## config.mk

```make
export PLATFORM = sky130hd
export DESIGN_NAME = fsram_pair_reader
export DESIGN_NICKNAME = d
export VERILOG_FILES = /design/src/rtl/fsram_pair_reader.sv
export SDC_FILE = /design/constraint.sdc
export NUM_CORES = 1
export LEC_CHECK = 0
export CAP_MARGIN = 20
export CELL_PAD_IN_SITES_DETAIL_PLACEMENT = 1
export CELL_PAD_IN_SITES_GLOBAL_PLACEMENT = 2
export CORE_MARGIN = 2
export CORE_UTILIZATION = 35
export DETAILED_ROUTE_END_ITERATION = 7
export PLACE_DENSITY_LB_ADDON = 0.08
export SYNTH_ARGS = -nofsm -noshare
export SYNTH_HDL_FRONTEND = slang
export SYNTH_SLANG_ARGS = --single-unit
```

## constraint.sdc

```tcl
create_clock -name clk -period 2.8 [get_ports clk]
set_input_delay 0.42 -clock clk [delete_from_list [all_inputs] [get_ports clk]]
set_output_delay 0.42 -clock clk [all_outputs]
set_load 0.005 [all_outputs]
```

## src/rtl/fsram_pair_reader.sv

```systemverilog
// Streams one stored feature map out of FSRAM port B, splitting each packed word into two bytes.
// Build option FSRAM_SNAKE_ORDER_EN: odd pair-rows are walked right-to-left to match zig-zag fill order.
module fsram_pair_reader #(
    parameter int ROW        = 16,
    parameter int COL        = 256,
    parameter int ADDR_W     = 12,
    parameter int FIFO_BYTES = 4
) (
    input  logic              clk,
    input  logic              rst_n,
    input  logic              start,
    input  logic [ADDR_W-1:0] base_addr,
    output logic              CENB,
    output logic [ADDR_W-1:0] AB,
    input  logic [15:0]       QB,
    output logic [7:0]        byte_out,
    output logic              byte_valid,
    input  logic              byte_ready,
    output logic              busy,
    output logic              done
);
    localparam int WORDS = ROW / 2 * COL;
    localparam int WW    = $clog2(WORDS + 1);
    localparam int CW    = (COL > 1) ? $clog2(COL) : 1;
    localparam int PW    = (ROW > 2) ? $clog2(ROW / 2) : 1;
    localparam int PTR_W = $clog2(FIFO_BYTES);
    localparam int CNT_W = $clog2(FIFO_BYTES + 1);

    typedef enum logic [1:0] {IDLE, READ, DRAIN} state_t;

    state_t            state_reg, state_next;
    logic [ADDR_W-1:0] base_reg, ab_reg, issue_addr;
    logic [PW-1:0]     p_reg;
    logic [CW-1:0]     c_reg, c_eff;
    logic [WW-1:0]     issued_reg;
    logic              inflight_reg, done_reg;
    logic [7:0]        fifo_mem [FIFO_BYTES];
    logic [PTR_W-1:0]  rd_ptr_reg, wr_ptr_reg;
    logic [CNT_W-1:0]  count_reg;
    logic [31:0]       offset;
    logic              issue, pop, last_pop, accept;

    // Column actually addressed for the current pair-row.
    always_comb begin
`ifdef FSRAM_SNAKE_ORDER_EN
        c_eff = p_reg[0] ? (CW'(COL - 1) - c_reg) : c_reg;
`else
        c_eff = c_reg;
`endif
        offset     = 32'(p_reg) * 32'(COL) + 32'(c_eff);
        issue_addr = base_reg + offset[ADDR_W-1:0];
    end

    // Reserve room for the in-flight word plus the one about to be issued.
    assign issue = (state_reg == READ) && (issued_reg < WW'(WORDS)) &&
                   ((int'(count_reg) + 2 * int'(inflight_reg) + 2) <= FIFO_BYTES);
    assign pop      = (count_reg != '0) && byte_ready;
    assign last_pop = (state_reg == DRAIN) && !inflight_reg && (count_reg == CNT_W'(1)) && pop;
    // A start landing on the done cycle is dropped.
    assign accept   = (state_reg == IDLE) && start && !done_reg;

    always_comb begin
        state_next = state_reg;
        case (state_reg)
            IDLE:    if (accept) state_next = READ;
            READ:    if (issue && (issued_reg == WW'(WORDS - 1))) state_next = DRAIN;
            DRAIN:   if (last_pop) state_next = IDLE;
            default: state_next = IDLE;
        endcase
    end

    always_ff @(posedge clk) begin
        if (!rst_n) begin
            state_reg    <= IDLE;
            base_reg     <= '0;
            ab_reg       <= '0;
            p_reg        <= '0;
            c_reg        <= '0;
            issued_reg   <= '0;
            inflight_reg <= 1'b0;
            done_reg     <= 1'b0;
        end else begin
            state_reg    <= state_next;
            done_reg     <= last_pop;
            inflight_reg <= issue;
            if (accept) begin
                base_reg   <= base_addr;
                p_reg      <= '0;
                c_reg      <= '0;
                issued_reg <= '0;
            end
            if (issue) begin
                ab_reg     <= issue_addr;
                issued_reg <= issued_reg + WW'(1);
                if (c_reg == CW'(COL - 1)) begin
                    c_reg <= '0;
                    p_reg <= p_reg + PW'(1);
                end else begin
                    c_reg <= c_reg + CW'(1);
                end
            end
        end
    end

    // Byte buffer: captured word lands as high byte then low byte.
    always_ff @(posedge clk) begin
        if (!rst_n) begin
            for (int i = 0; i < FIFO_BYTES; i++) fifo_mem[i] <= '0;
            rd_ptr_reg <= '0;
            wr_ptr_reg <= '0;
            count_reg  <= '0;
        end else begin
            if (inflight_reg) begin
                fifo_mem[wr_ptr_reg]              <= QB[15:8];
                fifo_mem[wr_ptr_reg + PTR_W'(1)]  <= QB[7:0];
                wr_ptr_reg                        <= wr_ptr_reg + PTR_W'(2);
            end
            if (pop) rd_ptr_reg <= rd_ptr_reg + PTR_W'(1);
            count_reg <= count_reg + (inflight_reg ? CNT_W'(2) : CNT_W'(0))
                                   - (pop ? CNT_W'(1) : CNT_W'(0));
        end
    end

    assign CENB       = !issue;
    assign AB         = issue ? issue_addr : ab_reg;
    assign byte_out   = fifo_mem[rd_ptr_reg];
    assign byte_valid = (count_reg != '0);
    assign busy       = (state_reg != IDLE);
    assign done       = done_reg;

endmodule

```

## Word-level counts from Yosys, hierarchy flattened

Memories as Yosys holds them, arrays and structs flattened. A register that Yosys moved wholly into a read port is not among the register bits.
Index checks and enable logic that the tools add are counted.

| cells by class | value |
|---|---|
| add/sub/neg operators | 12 |
| $lt $le $gt $ge | 2 |
| eq/ne operators | 8 |
| multiplexer cells | 27 |
| reductions and logical operators | 19 |

Operators by type and width:

| kind | count |
|---|---|
| two-way mux 8 bit | 5 |
| two-way mux 12 bit | 3 |
| two-way mux 2 bit | 8 |
| OR reduction 8 bit | 2 |
| adder 11 x 8 -> 12 bit | 1 |
| adder 12 x 1 -> 12 bit, second input constant | 1 |
| adder 12 bit | 1 |
| == test 12 x 11 -> 1 bit, second input constant | 1 |
| < comparator 12 bit, second input constant | 1 |
| logical AND 1 bit | 9 |
| two-way mux 3 bit | 3 |
| adder 8 x 1 -> 8 bit, second input constant | 1 |
| == test 8 bit, second input constant | 1 |
| two-way mux 1 bit | 7 |
| one-hot mux 2 bit (3 select lines) | 1 |
| adder 4 x 2 -> 5 bit, second input constant | 1 |
| <= comparator 5 x 3 -> 1 bit, second input constant | 1 |
| adder 2 x 1 -> 2 bit, second input constant | 2 |
| adder 3 x 2 -> 4 bit | 1 |
| != test 2 bit, second input constant | 2 |
| nonzero test 2 bit | 2 |
| adder 3 x 1 -> 3 bit, second input constant | 1 |
| adder 3 x 2 -> 3 bit | 1 |
| == test 3 x 1 -> 1 bit, second input constant | 1 |
| other kinds (9) | 11 |

| word-level totals | value |
|---|---|
| flip-flop bits (word level) | 58 |
| memory bits (writable) | 32 |
| bits of input ports | 32 |
| output and inout port bits | 24 |
| logic and storage cells | 80 |
| memories | 1 |

Memory list:

| name | depth | width | read ports | clocked after Yosys merged registers in | write ports | line | RTL |
|---|---|---|---|---|---|---|---|
| fifo_mem | 4 | 8 | 1 | 1 | 4 | 37 | `logic [7:0] fifo_mem [FIFO_BYTES];` |

## Logic depth before layout (Yosys ltp)

Gate-level depths: netlist (run 1).

| logic depth | value |
|---|---|
| depth in word-level cells | 7 |
| depth in mapped cells | 12 |
| depth with buffers taken out | 10 |

## Worst setup path before layout (run 1)

Ideal clock, no wire load.

| path | value |
|---|---|
| kind | reg2out |
| start point | register inflight_reg |
| end point | output port AB[10] |
| data arrival time | 2159 ps |
| required time | 2380 ps |
| slack | 221 ps |
| cell stages (with the launch flop) | 12 |
| buffers on the path | 2 |
| path through | dfxtp_1 -> inv_1 -> ha_1 -> inv_1 -> ha_1 -> or2_1 -> a211oi_4 -> inv_2 -> buf_6 -> clkbuf_1 -> a21oi_1 -> nand2_1 |

| between the ends | value |
|---|---|
| cells in the longest elaborated chain, start to end | 5 |

RTL lines:

| item | line | RTL |
|---|---|---|
| start, declared | 36 | `logic inflight_reg, done_reg;` |
| start signal, assigned | 85 | `inflight_reg <= issue;` |
| adder 3 x 2 -> 4 bit | 56 | `((int'(count_reg) + 2 * int'(inflight_reg) + 2) <= FIFO_BYTES);` |
| adder 4 x 2 -> 5 bit | 56 |  |
| <= comparator 5 x 3 -> 1 bit | 56 |  |
| logical AND 1 bit | 55 | `assign issue = (state_reg == READ) && (issued_reg < WW'(WORDS)) &&` |
| two-way mux 12 bit | - |  |
| end, declared | 14 | `output logic [ADDR_W-1:0] AB,` |

No other way between the ends.

## Worst setup path in the final report (run 1)

| path | value |
|---|---|
| start point | register c_reg[0] (netlist: c_eff[0]) |
| end point | output port AB[10] |

| between the ends | value |
|---|---|
| cells in the longest elaborated chain, start to end | 3 |

RTL lines:

| item | line | RTL |
|---|---|---|
| start, declared | 34 | `logic [CW-1:0] c_reg, c_eff;` |
| start signal, assigned | 99 | `c_reg <= c_reg + CW'(1);` |
| adder 11 x 8 -> 12 bit | 50 | `offset = 32'(p_reg) * 32'(COL) + 32'(c_eff);` |
| adder 12 bit | 51 | `issue_addr = base_reg + offset[ADDR_W-1:0];` |
| two-way mux 12 bit | - |  |

No other way between the ends.

==> metrics.txt, run 1 <==
RSZ-0062 raised after global routing true; gr usage total 18.4%; Sw Share 28.9%; initial antenna violation count 0; layout cell share with drive strength beyond 1 approximately a fifth; TNS Setup -0.159 ns; grt ovf 0; Int Power 2790 uW; Via-to-Cell Ratio 5.18; Placer Congestion between 0.7 and 0.8; P_sw between 1000 and 1500 uW; fmax 0.351 GHz; area leader, netlist dfxtp_1; DP Wirelength around 8400 um; starting density of the core between 30% and 40%; Core Util, Final a little under half; post-synthesis cell count ~450; WL met3 approximately 340 um; highest metal used met4; Post-Syn Area per Cell a little under 10 um2; Worst path slowest cell fa_1; htree depth 3; status finished with violations; vias in the first global route 3772; worst endpoint data arrival time around 2.4 ns; mapped cell area 4400 um2; Sink Count 91; Die Area 13500 um2; Worst-Skew Late Latency 0.35 ns; Crit path buffers/inverters 2; Synth cell types 58; Comb pwr share about 28%; LEAKAGE about 0.0024 uW; clk slew on worst S/H paths about 0.070 ns; Final ANT Viol Nets 0; final wirelength 11800 um; DR iter-0 viols 184; ys flop type dfxtp_1; DIE HEIGHT 116 um; row count 40; Detailed Routing Iterations Pass 1 4; Root Buffer clkbuf_16; worst slew pin tran around 0.75 ns; minimum clock period 2.85 ns; CP Cell Sequence ha_2 > inv_1 > fa_1 > nor2b_2 > o2111ai_4 > a21oi_2 > mux2i_2 > nand2_1 > clkdlybuf4s15_2; Slew Limit Fails 0; critical path capture point type output port; Post-layout nets 586; Seq cells post-synth 91; PortBufs 55; worst-path fanout max 4; sequential share of the synthesized area between 40% and 50%; diode count 0; cell family with most CP delay adder cells; Most flops, register fifo_mem; crit path kind reg -> out; failing checks setup timing; max-capacitance violation count 0; period utilisation layout 102%; Post-synth EDFFs 32; # DRC 0; CP peak stage delay 0.39 ns; Area contributors post-synth dfxtp_1 27%, edfxtp_1 22%, ha_1 5.1%; CTS tree done; Core Area ~12000 um2; Syn Nets slightly below 500; Setup crit start kind register; P&R area growth vs syn 32.7%; met1 wire length 5470 um; total CTS buffers 9; clk buf depth 2; die width 116 um; share of async-settable or async-resettable flops after synthesis 0%; fin worst setup slack -0.0488 ns; first-pass GRT wire length 19000 um; wire length per cell between 15 and 20 um; endpoints failing setup 6; Vias 3665; Max-slew headroom 49.5%; Syn. warnings 0; critical path data required time 2.38 ns; worst vdd ir 315 uV; Layout fillers about 1400; # IOs 56; HP Class reg -> reg; final clock skew 0.00629 ns; largest net degree at the start of global routing 45; Power Dens Cells 671 nW/um2; max reg flops 32; Synth top area share 26.9%; share of power burned in registers 40.6%; top-count cell post-synth dfxtp_1; Final Hold Fails 0; Post-synth top cells 59 x dfxtp_1, 52 x nand2_1, 40 x a21oi_1; Clock Power Share between 30% and 40%; DR WL met2 5890 um
[power groups by stage]
| stage | Sequential [uW] | Clock [uW] | Combinational (uW) |
|---|---|---|---|
| after floorplan | 1560 | 0 | 543 |
| after CTS | 1590 | 1260 | 1080 |
| after global placement | 1610 | 0 | 925 |
| final | 1590 | 1230 | 1100 |
| after global routing | 1610 | 1310 | 1200 |
| after detailed placement | 1620 | 0 | 951 |
[cell families (layout without fill, tap and decap cells)]
group,count (synthesis),count (layout),share of synthesized area [%]
xor gates and xnor gates,9,9,1.79
adders and majority gates,19,19,5.58
AOI/OAI and AO/OA,105,105,15.2
buffers and inverters,32,126,2.99
muxes,10,10,4.58
and+or+nand+nor,180,180,21.1
DFF,91,91,48.7
[repair_timing]
action,4_1_cts,5_1_grt
pin swaps,9,5
buffers inserted,9,4
setup endpoints to repair,14,11
hold buffers,0,0
gates resized for setup,52,14
[metrics by stage]
stage               hold WS, ns  worst slack [ns]  cell area [um2]  cells  total power (uW)
floorplan                 0.422             0.221             4400    446              2100
global placement          0.444            -0.195             5310    679              2540
detailed placement        0.462            -0.311             5310    679              2570
CTS                       0.472            -0.146             5770    704              3940
global route              0.490            -0.186             5840    708              4110
finish                    0.468           -0.0488             5840    708              3920
[per-layer routing]
layer,GRT usage (%),vias up
met5,0,-
met4,6.67,0
met3,2.80,9
met2,32.6,51
met1,22.8,1810
li1,-,1795
[area by class of cell]
type	instances	area (um2)	area share, %
timing repair buffer	99	895	15.3
tap	168	210	3.60
sequential	91	2150	36.8
multi-input combinational	323	2240	38.4
clock inverter	6	66.3	1.14
inverter	11	51.3	0.879
clock buffer	10	229	3.92
[worst register-to-register path, cell delays in order (launching register included)]
cell,delay [ns]
dfxtp_2,0.32
inv_2,0.07
ha_4,0.14
inv_4,0.04
ha_4,0.26
or2_4,0.12
a211oi_4,0.05
buf_6,0.14
buf_6,0.11
buf_6,0.11
buf_4,0.16
nor2_1,0.59
o21ai_0,0.21
a21oi_1,0.18
[final timing paths]
| check | start | cells past startpoint | to | slack, ns |
|---|---|---|---|---|
| worst max-delay path | c_eff[0] | 9 | AB[10] | -0.05 |
| worst min-delay path | ab_reg[0] | 2 | ab_reg[0] | 0.47 |
| worst max register to register | inflight_reg | 13 | c_eff[4] | 0.22 |
| worst min register to register | ab_reg[0] | 2 | ab_reg[0] | 0.47 |
[layout by cell type (no fill, tap or decap), types with 3 or more instances in the layout]
| master | count |
|---|---|
| a211o_1 | 3 |
| a21o_1 | 13 |
| a21oi_1 | 39 |
| a311oi_1 | 3 |
| a31oi_1 | 7 |
| and2_1 | 34 |
| and3_1 | 7 |
| and4_1 | 3 |
| buf_4 | 38 |
| buf_6 | 4 |
| clkbuf_16 | 9 |
| clkdlybuf4s50_1 | 42 |
| clkinvlp_4 | 3 |
| dfxtp_1 | 56 |
| dfxtp_2 | 3 |
| dlygate4sd2_1 | 7 |
| edfxtp_1 | 32 |
| ha_1 | 15 |
| inv_1 | 6 |
| inv_2 | 3 |
| mux4_2 | 8 |
| nand2_1 | 50 |
| nand2_2 | 3 |
| nand2b_1 | 4 |
| nand3_1 | 15 |
| nand3b_1 | 4 |
| nand4_1 | 6 |
| nor2_1 | 28 |
| nor3_1 | 5 |
| o211ai_1 | 4 |
| o21a_1 | 5 |
| o21ai_0 | 12 |
| o21ai_1 | 4 |
| or3_1 | 4 |
| xnor2_1 | 3 |
| xor2_1 | 6 |
Note: power is estimated with default switching activity, not from simulation.
==> inputs of run 2 (changes only) <==
CTS_BUF_LIST = sky130_fd_sc_hd__clkbuf_16   (was not set)
==> run 2 against run 1 <==
  * The flow still finishes with violations (setup timing)
  * Critical endpoint unchanged
  * First-iteration DRC count did not move
  * Combinational power is essentially flat
  * Global-route usage is the same
  * Fmax did not move
  * Worst setup slack did not move
  * Total power barely moved
  * Sequential share of layout area unchanged
  * Final cell count unchanged
==> metrics.txt, run 2 (synthesized netlist as in run 1, its figures left out) <==
status finished with violations; failing checks setup timing; worst hold margin 0.468 ns (unchanged); total CTS buffers 9 (unchanged); clk slew on worst S/H paths 0.07 ns (about the same); Final Hold Fails 0 (unchanged); period utilisation layout 102% (unchanged); critical path capture point type output port; Final ANT Viol Nets 0 (unchanged); Power Dens Cells 671 nW/um2 (about the same); # IOs 56 (unchanged); final clock skew 0.00629 ns (unchanged); CTS tree done; Layout fillers 1372 (unchanged); diode count 0 (unchanged); endpoints failing setup 6 (unchanged); worst-path fanout max 4 (unchanged); gr usage total 18.4% (unchanged); Power, Total 3920 uW (about the same); fin worst setup slack -0.0488 ns (unchanged); most frequent cells in the layout 56 x dfxtp_1, 50 x nand2_1, 42 x clkdlybuf4s50_1; most common cell after layout, fill and taps aside dfxtp_1; grt ovf 0 (unchanged); Placer Congestion 0.769 (unchanged); minimum clock period 2.85 ns (unchanged); worst endpoint data arrival time 2.43 ns (about the same); PortBufs 55 (unchanged); HP Class reg -> reg; Worst-Skew Late Latency 0.35 ns (about the same); multi-input logic area 2240 um2 (unchanged); worst vdd ir 315 uV (unchanged); final wirelength 11800 um (unchanged); Die Area 13500 um2 (unchanged); r2r setup slk 0.22 ns (about the same); LEAKAGE 0.00236 uW (+0.18%); first-pass GRT wire length 19000 um (unchanged); Vias 3665 (unchanged); Via-to-Cell Ratio 5.18 (unchanged); DP Wirelength 8360 um (unchanged); htree depth 3 (unchanged); max reg flops 32 (unchanged); # DRC 0 (unchanged); DIE HEIGHT 116 um (unchanged); layout cell share with drive strength beyond 1 20.2% (unchanged); Core Area 12200 um2 (unchanged); clk buf depth 2 (unchanged); Max-slew headroom 49.5% (unchanged); Most flops, register fifo_mem; row count 40 (unchanged); cts hold-fix bufs 0 (unchanged); largest net degree at the start of global routing 45 (unchanged); critical path data required time 2.38 ns (about the same); wire length per cell 16.7 um (unchanged); Sink Count 91 (unchanged); RSZ-0062 raised after global routing true; die width 116 um (unchanged); crit path kind reg -> out; max-capacitance violation count 0 (unchanged); worst slew pin tran 0.755 ns (unchanged); Register Area 2150 um2 (unchanged); Detailed Routing Iterations Pass 1 4 (unchanged); initial antenna violation count 0 (unchanged); Setup crit start kind register; DR iter-0 viols 184 (unchanged); fmax 0.351 GHz (unchanged); Root Buffer clkbuf_16; Slew Limit Fails 0 (unchanged); vias in the first global route 3772 (unchanged); Post-layout nets 586 (unchanged); starting density of the core 36.2% (unchanged); P&R area growth vs syn 32.7% (unchanged)
==> run 2: cell types whose count changed in the layout (fill, tap and decap cells not counted), sizes merged <==
cell and change:
clkbuf -1, inv +1
==> run 2: per-layer routing <==
layer	routed length (um)	global-route usage, %	vias to the layer above
li1	-	-	1795
met1	5470	22.8	1810
met2	5890	32.6	51
met3	337	2.80	9
met4	146	6.67	0
met5	0	0	-
==> run 2: worst paths after layout <==
check / startpoint / endpoint / depth (start not counted)
max: c_eff[0] / AB[10] / 9
min: ab_reg[0] / ab_reg[0] / 2
max reg2reg: inflight_reg / c_eff[4] / 13
min reg2reg: ab_reg[0] / ab_reg[0] / 2
==> run 2: layout make-up <==
class	count	share of cell area [%]
clock buffers	9	3.86
multi-input cells	323	38.4
well taps	168	3.60
clock inverters	7	1.20
flip-flops and latches	91	36.8
inverters	11	0.879
repair buffers	99	15.3
==> run 2: per-stage QoR <==
step	instance area [um2]	cells	util, %	TNS, ns	setup WS, ns
finish	5840	708	48.0	-0.159	-0.0488
global route	5840	708	48.0	-0.973	-0.186
CTS	5770	704	47.4	-0.485	-0.146
detailed placement	5310	679	43.6	-3.15	-0.311
global placement	5310	679	43.6	-1.80	-0.195
floorplan	4400	446	-	0	0.221
==> run 2: where the power goes <==
| part | leakage, uW | switching, uW | internal (uW) |
|---|---|---|---|
| clock network | 0.000139 | 539 | 689 |
| logic | 0.00141 | 493 | 606 |
| registers | 0.000812 | 99.0 | 1490 |
| total | 0.00236 | 1130 | 2780 |
==> run 2: repair_timing <==
| item | 4_1_cts | 5_1_grt |
|---|---|---|
| pin swaps | 9 | 5 |
| endpoints found under the setup margin | 14 | 11 |
| buffers inserted | 9 | 4 |
| resized for setup | 52 | 14 |
==> run 2: critical path: stages (launching register included) <==
cell	delay (ns)
dfxtp_1	0.34
ha_2	0.19
inv_1	0.05
fa_1	0.39
nor2b_2	0.20
o2111ai_4	0.16
a21oi_2	0.23
mux2i_2	0.25
nand2_1	0.07
clkdlybuf4s15_2	0.21
==> inputs of run 3 (changes only) <==
GPL_ROUTABILITY_DRIVEN = 1   (was not set)
==> results of run 3 <==
Same layout as run 2: the final DEF is identical, and so are final timing and power.
